==> config.mk <==
export PLATFORM = sky130hd
export DESIGN_NAME = vecdiv_sequencer
export DESIGN_NICKNAME = d
export VERILOG_FILES = /design/src/rtl/vecdiv_sequencer.sv
export SDC_FILE = /design/constraint.sdc
export NUM_CORES = 1
export LEC_CHECK = 0
export ABC_CLOCK_PERIOD_IN_PS = 2500
export BUFFER_PORTS_ARGS = -buffer_cell sky130_fd_sc_hd__buf_2
export CAP_MARGIN = 10
export CORE_MARGIN = 2
export CORE_UTILIZATION = 45
export CTS_BUF_LIST = sky130_fd_sc_hd__clkbuf_4 sky130_fd_sc_hd__clkbuf_8
export DETAILED_ROUTE_END_ITERATION = 8
export GPL_TIMING_DRIVEN = 0
export PLACE_DENSITY = 0.74
export SKIP_LAST_GASP = 1
export SYNTH_ARGS = -nofsm -noshare
export SYNTH_HDL_FRONTEND = slang
export SYNTH_SLANG_ARGS = --single-unit
==> constraint.sdc <==
create_clock -name clock -period 2.5 [get_ports clock]
set_input_delay 0.125 -clock clock [delete_from_list [all_inputs] [get_ports clock]]
set_output_delay 0.125 -clock clock [all_outputs]
set_load 0.1 [all_outputs]
==> src/rtl/vecdiv_sequencer.sv <==
// vecdiv_sequencer
//   Runs one vector-divide job over a shared dual-port RAM: for each element i it reads
//   A[i] (port 1) and B[i] (port 2), launches an external multi-cycle divider and writes
//   Q[i] = A[i] / B[i] back through port 1. A zero divisor skips the divider, writes
//   all-ones and is counted in dz_count.
// Ports
//   clock, reset_n                  clock (rising edge) and async active-low reset
//   start, len, base_a/b/q          job request and parameters, latched when accepted in IDLE
//   busy, done, dz_count            job status: busy during the job, 1-cycle done pulse,
//                                   divide-by-zero count of the current/last job
//   ram_addr1/wdata1/we1/rdata1     RAM port 1 (read A, write Q)
//   ram_addr2/rdata2                RAM port 2 (read B)
//   div_start/dividend/divisor      divider launch pulse and operands
//   div_done/quotient               divider result handshake
module vecdiv_sequencer #(
  parameter int unsigned RAMSIZE   = 1924,
  parameter int unsigned DATAWIDTH = 32,
  parameter int unsigned ADDRW     = $clog2(RAMSIZE)
) (
  input  logic                 clock,
  input  logic                 reset_n,
  input  logic                 start,
  input  logic [ADDRW:0]       len,
  input  logic [ADDRW-1:0]     base_a,
  input  logic [ADDRW-1:0]     base_b,
  input  logic [ADDRW-1:0]     base_q,
  output logic                 busy,
  output logic                 done,
  output logic [ADDRW:0]       dz_count,
  output logic [ADDRW-1:0]     ram_addr1,
  output logic [DATAWIDTH-1:0] ram_wdata1,
  output logic                 ram_we1,
  input  logic [DATAWIDTH-1:0] ram_rdata1,
  output logic [ADDRW-1:0]     ram_addr2,
  input  logic [DATAWIDTH-1:0] ram_rdata2,
  output logic                 div_start,
  output logic [DATAWIDTH-1:0] div_dividend,
  output logic [DATAWIDTH-1:0] div_divisor,
  input  logic                 div_done,
  input  logic [DATAWIDTH-1:0] div_quotient
);

  typedef enum logic [2:0] {
    StIdle, StRd, StLaunch, StIssue, StDiv, StWr, StDone
  } state_e;

  state_e               state_q, state_d;
  logic [ADDRW:0]       len_q, len_d;
  logic [ADDRW-1:0]     ba_q, ba_d;
  logic [ADDRW-1:0]     bb_q, bb_d;
  logic [ADDRW-1:0]     bq_q, bq_d;
  logic [ADDRW:0]       idx_q, idx_d;
  logic [ADDRW:0]       dz_q, dz_d;
  logic [DATAWIDTH-1:0] opa_q, opa_d;
  logic [DATAWIDTH-1:0] opb_q, opb_d;
  logic [DATAWIDTH-1:0] quot_q, quot_d;
  logic [ADDRW:0]       idx_inc;

  assign idx_inc = idx_q + 1'b1;

  always_ff @(posedge clock or negedge reset_n) begin
    if (!reset_n) begin
      state_q <= StIdle;
      len_q   <= '0;
      ba_q    <= '0;
      bb_q    <= '0;
      bq_q    <= '0;
      idx_q   <= '0;
      dz_q    <= '0;
      opa_q   <= '0;
      opb_q   <= '0;
      quot_q  <= '0;
    end else begin
      state_q <= state_d;
      len_q   <= len_d;
      ba_q    <= ba_d;
      bb_q    <= bb_d;
      bq_q    <= bq_d;
      idx_q   <= idx_d;
      dz_q    <= dz_d;
      opa_q   <= opa_d;
      opb_q   <= opb_d;
      quot_q  <= quot_d;
    end
  end

  always_comb begin
    state_d = state_q;
    len_d   = len_q;
    ba_d    = ba_q;
    bb_d    = bb_q;
    bq_d    = bq_q;
    idx_d   = idx_q;
    dz_d    = dz_q;
    opa_d   = opa_q;
    opb_d   = opb_q;
    quot_d  = quot_q;
    unique case (state_q)
      StIdle: begin
        if (start) begin
          len_d   = len;
          ba_d    = base_a;
          bb_d    = base_b;
          bq_d    = base_q;
          idx_d   = '0;
          dz_d    = '0;
          state_d = (len != '0) ? StRd : StDone;
        end
      end
      StRd: state_d = StLaunch;
      StLaunch: begin
        opa_d = ram_rdata1;
        opb_d = ram_rdata2;
        // Zero divisor bypasses the divider entirely.
        if (ram_rdata2 == '0) begin
          quot_d  = '1;
          dz_d    = dz_q + 1'b1;
          state_d = StWr;
        end else begin
          state_d = StIssue;
        end
      end
      StIssue: state_d = StDiv;
      StDiv: begin
        if (div_done) begin
          quot_d  = div_quotient;
          state_d = StWr;
        end
      end
      StWr: begin
        idx_d   = idx_inc;
        state_d = (idx_inc == len_q) ? StDone : StRd;
      end
      StDone: state_d = StIdle;
      default: state_d = StIdle;
    endcase
  end

  // All outputs decode from state and registers only.
  always_comb begin
    busy         = (state_q == StRd) || (state_q == StLaunch) || (state_q == StIssue) ||
                   (state_q == StDiv) || (state_q == StWr);
    done         = (state_q == StDone);
    dz_count     = dz_q;
    ram_addr1    = '0;
    ram_addr2    = '0;
    ram_wdata1   = '0;
    ram_we1      = 1'b0;
    div_start    = (state_q == StIssue);
    div_dividend = opa_q;
    div_divisor  = opb_q;
    if (state_q == StRd) begin
      // Address arithmetic wraps modulo 2^ADDRW.
      ram_addr1 = ba_q + idx_q[ADDRW-1:0];
      ram_addr2 = bb_q + idx_q[ADDRW-1:0];
    end
    if (state_q == StWr) begin
      ram_addr1  = bq_q + idx_q[ADDRW-1:0];
      ram_wdata1 = quot_q;
      ram_we1    = 1'b1;
    end
  end

endmodule

==> results of run 1 <==
## power groups by stage
stage,logic (mW),registers (mW),clock network [mW]
floorplan,5.27,8.09,0
global placement,10.7,4.60,0
detailed placement,10.8,4.61,0
CTS,11.7,4.61,2.04
global route,12.7,4.81,2.15
finish,12.0,4.68,1.99
## metal layers
metal  track usage, %  vias to the layer above
li1                 -                     4338
met2            51.33                      385
met3            7.964                      114
met4            12.54                        0
met5                0                        -
met1            33.54                     4528
## synthesized netlist by cell type, types with 7 or more instances
cell type	n
nand2_1	357
dfrtp_1	168
clkbuf_1	45
nor2_1	41
and3_1	38
ha_1	32
o22a_1	32
xor2_1	27
o21ai_0	25
nand3_1	23
a21oi_1	22
nor3_1	19
xnor2_1	18
inv_1	15
o22ai_1	12
nand4_1	11
nor4_1	10
buf_2	9
or2_2	9
o31ai_1	8
and2_1	7
## worst max-delay path by stage
stage                    startpoint                          end  cells after the start  slack, ps
2_1_floorplan  idx_q[0]$_DFFE_PN0P_                 ram_addr1[4]                      8       -560
3_3_place_gp                reset_n  div_dividend[7]$_DFFE_PN0P_                      1      -1430
3_5_place_dp   idx_q[0]$_DFFE_PN0P_                ram_addr2[10]                      9       -500
4_1_cts        idx_q[0]$_DFFE_PN0P_                ram_addr2[10]                      9       -390
5_1_grt        idx_q[0]$_DFFE_PN0P_                ram_addr1[10]                     10       -500
6_report       idx_q[0]$_DFFE_PN0P_                ram_addr1[10]                     10       -380
## state kept, by name, summed over array words and instances, names as in the netlist
register / flops
bq_q: 11
dz_count: 12
idx_q: 12
quot_q: 32
len_q: 12
div_dividend: 32
state_q: 3
ba_q: 11
bb_q: 11
div_divisor: 32
## cell families (layout without fill, tap and decap cells)
| family | count (synthesis) | in the layout | share of synthesized area, % |
|---|---|---|---|
| DFF | 168 | 168 | 48.00 |
| AOI/OAI and AO/OA | 135 | 135 | 10.87 |
| xor gates and xnor gates | 45 | 45 | 4.500 |
| buffers and inverters | 76 | 546 | 3.386 |
| and+or+nand+nor | 543 | 543 | 27.30 |
| other | 0 | 1 | 0 |
| adders and majority gates | 35 | 35 | 5.257 |
| muxes | 6 | 6 | 0.6857 |
## per-stage QoR
step	hold WS [ps]	utilization, %	instances	setup slack, ps	cell area [um2]
floorplan	-170.6	-	1008	-555.2	8825
global placement	312.8	54.73	1551	-1434	10550
detailed placement	200.2	54.93	1552	-500.6	10590
CTS	109.1	67.40	1741	-390.3	12990
global route	120.8	68.56	1744	-502.9	13210
finish	136.4	68.56	1744	-377.5	13210
## area by class of cell
type	instances	area [um2]
diodes	1	2.502
flip-flops and latches	168	4212
inverters	16	60.06
well taps	265	331.6
clock inverters	14	151.4
clock buffers	18	247.7
plain buffers	57	237.7
fillers	1414	6060
multi-input cells	764	4686
repair buffers	441	3283
## worst max-delay path: stages (launching register included)
cell       delay [ps]
dfrtp_2           460
ha_4              170
inv_1              50
fa_1              410
nor2b_2           180
o2111ai_2         150
nand3_2           130
a41oi_1           140
xnor2_1           180
o22ai_4           230
buf_12            200
## timing repair
item                                    in CTS  in global routing
endpoints found under the hold margin      232                  0
buffers inserted                            16                  4
endpoints found under the setup margin      73                 67
hold buffers                               142                  0
pin swaps                                   25                 26
cloned                                       0                  0
resized for setup                          116                 52
==> results.cfg, run 1 <==
[routing]
top_layer_used = met4
drtPass1Iterations = 5
drt_iter0_drc = 584
vias = 9365
wl_met2_mm = 15.69
wirelength_mm = 30.71
antenna_left = 0
routed_via_density = 5.370
wl_met1_mm = 11.55
route.met3.wl_mm = 2.099
drc_errors = 0
post_drt_wl_per_cell_um = 17.61

[clock_network]
clock-sinks = 168
clk_latency_ps = 480
clock-root-buffer = clkbuf_8
htreeDepth = 4
tritoncts = done
clk_pin_slew_ps = 100
clockBufferDepth = 2
cts-buffers-inserted = 17

[synth]
synth_warnings = 0
syn_nets = 1188
synth_cell_types = 59
ys_top_cells_by_area = dfrtp_1 48%, nand2_1 15%, ha_1 4.6%, o22a_1 3.2%, and3_1 2.7%
synth-edff-count = 0
yosysTopAreaCell = dfrtp_1
synth-seq-cells = 168
synth_area_um2 = 8758
synth_top_area_share_pct = 48.00
synthArstFlopShare_pct = 100.0
ys_seq_area_share_pct = 48.00
postSynthAreaPerCell_um2 = 8.689
syn-instance-count = 1008
ys.flop_type = dfrtp_1

[flow_run]
cap_violations = 0

[worst_hold_path]
hold_start = start
hold_depth = 4
holdPathEnd = state_q[2]$_DFFE_PN0P_
min_path_type = primary input to flop

[timing]
finClkSkew_ps = 16.85
clock.fmax_mhz = 347.5
fin_setup_tns_ps = -2948
grt_setup_unrepaired = true
max_slew_margin_pct = 50.75
setup-violations-final = 14
worst_pin_slew_ps = 738.8
fin_ws_ps = -377.5
finalCriticalPeriod_ps = 2878
finalCritPeriodShare_pct = 115.1
hold_viol = 0
final-max-slew-violation-count = 0

[die]
die_width_um = 143.5
core_area_um2 = 19270
rows = 51
die_height_um = 143.5
ioPinCount = 279
die-area_um2 = 20600
start_util_pct = 45.45

[global_route]
grt_usage_pct = 29.25
grt_pass1_wl_mm = 47.47
grt_overflow = 0
grt_start_max_net_pins = 93
antenna_found_initial = 1
grt_pass1_vias = 9615

[setup_path]
crit_type = flop to output pin
rrSetupSlack_ps = 100
critPathMaxFanout = 4
endpoint_kind = output pin
r2r_cells = 9
reg2reg_from = idx_q[1]$_DFFE_PN0P_
crit_arrival_ps = 2750
regToRegEndpoint = state_q[0]$_DFFE_PN0P_
required_ps = 2380
start_kind = flop

[placed_design]
portBuffers = 278
dp_hpwl_mm = 19.22
place.gp.congestion = 0.9262

[cells_and_area]
mostFrequentLayoutCells = 356 x nand2_1, 243 x buf_2, 162 x dfrtp_1
final_common_cell = nand2_1
nets = 1645
area_growth_pct = 50.84
drive_gt1_share_pct = 28.76

[run_status]
status = complete, but fails checks
failed_checks = negative setup slack

[pwr]
ir_drop_uv = 1536
p_seq_share_pct = 25.0
switching_share_pct = 59.00
clkPwrFrac_pct = 10.7
internal_power_mw = 7.669
total_power_mw = 18.71
leakagePower_nw = 6.708
power.density_nw_per_um2 = 1416
p_switching_mw = 11.04
share_comb_of_total_power_pct = 64.3
No activity file was read; power rests on OpenSTA's default activity.
==> run 2: changes to the inputs <==
--- a/config.mk
+++ b/config.mk
@@ -6,14 +6,14 @@
 export NUM_CORES = 1
 export LEC_CHECK = 0
 export ABC_CLOCK_PERIOD_IN_PS = 2500
-export BUFFER_PORTS_ARGS = -buffer_cell sky130_fd_sc_hd__buf_2
 export CAP_MARGIN = 10
 export CORE_MARGIN = 2
 export CORE_UTILIZATION = 45
 export CTS_BUF_LIST = sky130_fd_sc_hd__clkbuf_4 sky130_fd_sc_hd__clkbuf_8
 export DETAILED_ROUTE_END_ITERATION = 8
+export DONT_BUFFER_PORTS = 1
 export GPL_TIMING_DRIVEN = 0
-export PLACE_DENSITY = 0.74
+export PLACE_DENSITY = 0.62
 export SKIP_LAST_GASP = 1
 export SYNTH_ARGS = -nofsm -noshare
 export SYNTH_HDL_FRONTEND = slang
==> run 2 against run 1 <==
Compared with the run above:
- the run ends with negative hold slack, negative setup slack left
- global-route usage down 2.6 points
- register-to-register slack worse by 70 ps
- non-clock buffer count down 269
- final cell count down 15%
- core utilization down 6.1 points
- maximum frequency down 6.1%
- setup slack worse by 190 ps
- sequential power up 80%
- critical path type unchanged
- largest cell class unchanged
==> results.cfg, run 2 (synthesis results as in run 1) <==
[routing]
top_layer_used = met4
wl_met1_mm = 11.12
drc_errors = 0
route.met3.wl_mm = 1.887
post_drt_wl_per_cell_um = 19.14
routed_via_density = 5.467
drt_iter0_drc = 481
antenna_left = 0
vias = 8058
drtPass1Iterations = 5
wl_met2_mm = 14.47
wirelength_mm = 28.21

[cells_and_area]
drive_gt1_share_pct = 18.28
final_cell_count_no_fill = 1474
antennaDiodeCount = 0
final_common_cell = nand2_1
area_growth_pct = 37.43
mostFrequentLayoutCells = 356 x nand2_1, 160 x dfrtp_1, 142 x dlygate4sd3_1
nets = 1376

[setup_path]
worstSetupPathDepth = 10
crit_chain = buf_6 > ha_4 > inv_2 > fa_2 > nor2b_4 > o2111ai_2 > nand3_2 > a41oi_2 > xnor2_2 > o22ai_4
cp_slowest_cell = o22ai_4
endpoint_kind = output pin
r2r_cells = 9
slowest_delay_ps = 600
reg2reg_from = idx_q[3]$_DFFE_PN0P_
critPathBufInv = 2
cp_top_family = compound AO/OA/AOI/OAI gates
required_ps = 2380
crit_arrival_ps = 2940
critPathMaxFanout = 3
crit_type = flop to output pin
start_kind = flop
cp-startpoint = idx_q[0]$_DFFE_PN0P_

[placed_design]
place_ws_ps = -839.1
dp_hpwl_mm = 17.73
place_inst = 1273
place.gp.congestion = 0.8482
portBuffers = 0

[die]
start_util_pct = 45.45
ioPinCount = 279
rows = 51
die_width_um = 143.5
die_height_um = 143.5
die-area_um2 = 20600
core_area_um2 = 19270

[pwr]
power.density_nw_per_um2 = 1504
ir_drop_uv = 1097
leakagePower_nw = 5.530
share_comb_of_total_power_pct = 42.4
p_seq_share_pct = 46.5
p_switching_mw = 10.98
switching_share_pct = 60.65
internal_power_mw = 7.124
clkPwrFrac_pct = 11.1

[global_route]
grt_usage_pct = 26.66
grt_start_max_net_pins = 169
grt_overflow = 0
grt_pass1_wl_mm = 42.65
grt_pass1_vias = 8074
antenna_found_initial = 0

[timing]
fin_ws_ps = -564.5
whs_ps = -658.8
grt_setup_unrepaired = true
finalCriticalPeriod_ps = 3064
worst_pin_slew_ps = 1084
hold_viol = 168
setup-violations-final = 16
finClkSkew_ps = 13.31
final-max-slew-violation-count = 0
max_slew_margin_pct = 27.74
clock.fmax_mhz = 326.3
finalCritPeriodShare_pct = 122.6

[clock_network]
clock-root-buffer = clkbuf_8
clock-sinks = 168
htreeDepth = 4
cts-buffers-inserted = 17
postCtsHoldBufs = 142
clockBufferDepth = 2
clk_latency_ps = 470
tritoncts = done
clk_pin_slew_ps = 110

[run_status]
failed_checks = negative hold slack, negative setup slack
status = complete, but fails checks

[worst_hold_path]
min_path_type = primary input to async pin

[flow_run]
cap_violations = 0
[run 2: cell type report]
cell class	instances	area, um2
plain buffers	58	290.3
clock buffers	17	234.0
clock inverters	15	185.2
fillers	1612	7234
inverters	16	60.06
multi-input cells	764	5034
flip-flops and latches	168	4214
well taps	265	331.6
repair buffers	171	1688
[run 2: metal layers]
metal	vias to the layer above	track usage, %
met3	46	7.431
met2	282	46.92
met1	3946	31.66
met4	0	8.256
li1	3784	-
met5	-	0
[run 2: power groups by stage]
stage | clock network (mW) | registers [mW] | logic (mW)
detailed placement | 0 | 8.35 | 6.25
global route | 2.17 | 8.55 | 8.21
floorplan | 0 | 8.09 | 5.27
finish | 2.01 | 8.43 | 7.67
global placement | 0 | 8.37 | 6.04
CTS | 2.05 | 8.35 | 7.21
[run 2: final timing paths]
| kind | to | slack [ps] |
|---|---|---|
| max | ram_addr1[10] | -560 |
| min | ba_q[4]$_DFFE_PN0P_ | -660 |
| max reg2reg | state_q[0]$_DFFE_PN0P_ | 30 |
| min reg2reg | ba_q[6]$_DFFE_PN0P_ | 490 |
| max in group asynchronous | idx_q[3]$_DFFE_PN0P_ | 2850 |
| min in group clock | dz_count[1]$_DFFE_PN0P_ | 40 |
[run 2: worst register-to-register path, delay by kind of cell (launching register included)]
kind	cells	cell delay, ps
and+or+nand+nor	3	780
buffers and inverters	3	530
AOI/OAI and AO/OA	2	500
DFF	1	430
xor gates and xnor gates	1	130
[run 2: metrics by stage]
| step | util [%] | setup TNS, ps | hold WS (ps) | total power [mW] | cell area [um2] |
|---|---|---|---|---|---|
| 3_5_place_dp | 47.75 | -18350 | -164.8 | 14.60 | 9203 |
| 2_1_floorplan | - | -6181 | -170.6 | 13.36 | 8825 |
| 5_1_grt | 62.46 | -7316 | -697.5 | 18.94 | 12040 |
| 6_report | 62.46 | -5664 | -658.8 | 18.10 | 12040 |
| 4_1_cts | 60.60 | -5515 | -684.5 | 17.61 | 11680 |
| 3_3_place_gp | 47.51 | -20860 | -166.5 | 14.41 | 9156 |
[run 2: repair_timing]
action | CTS | global route
buffers inserted | 16 | 12
setup endpoints to repair | 105 | 99
pin swaps | 37 | 40
gates cloned | 0 | 1
endpoints found under the hold margin | 310 | 168
resized for setup | 127 | 69
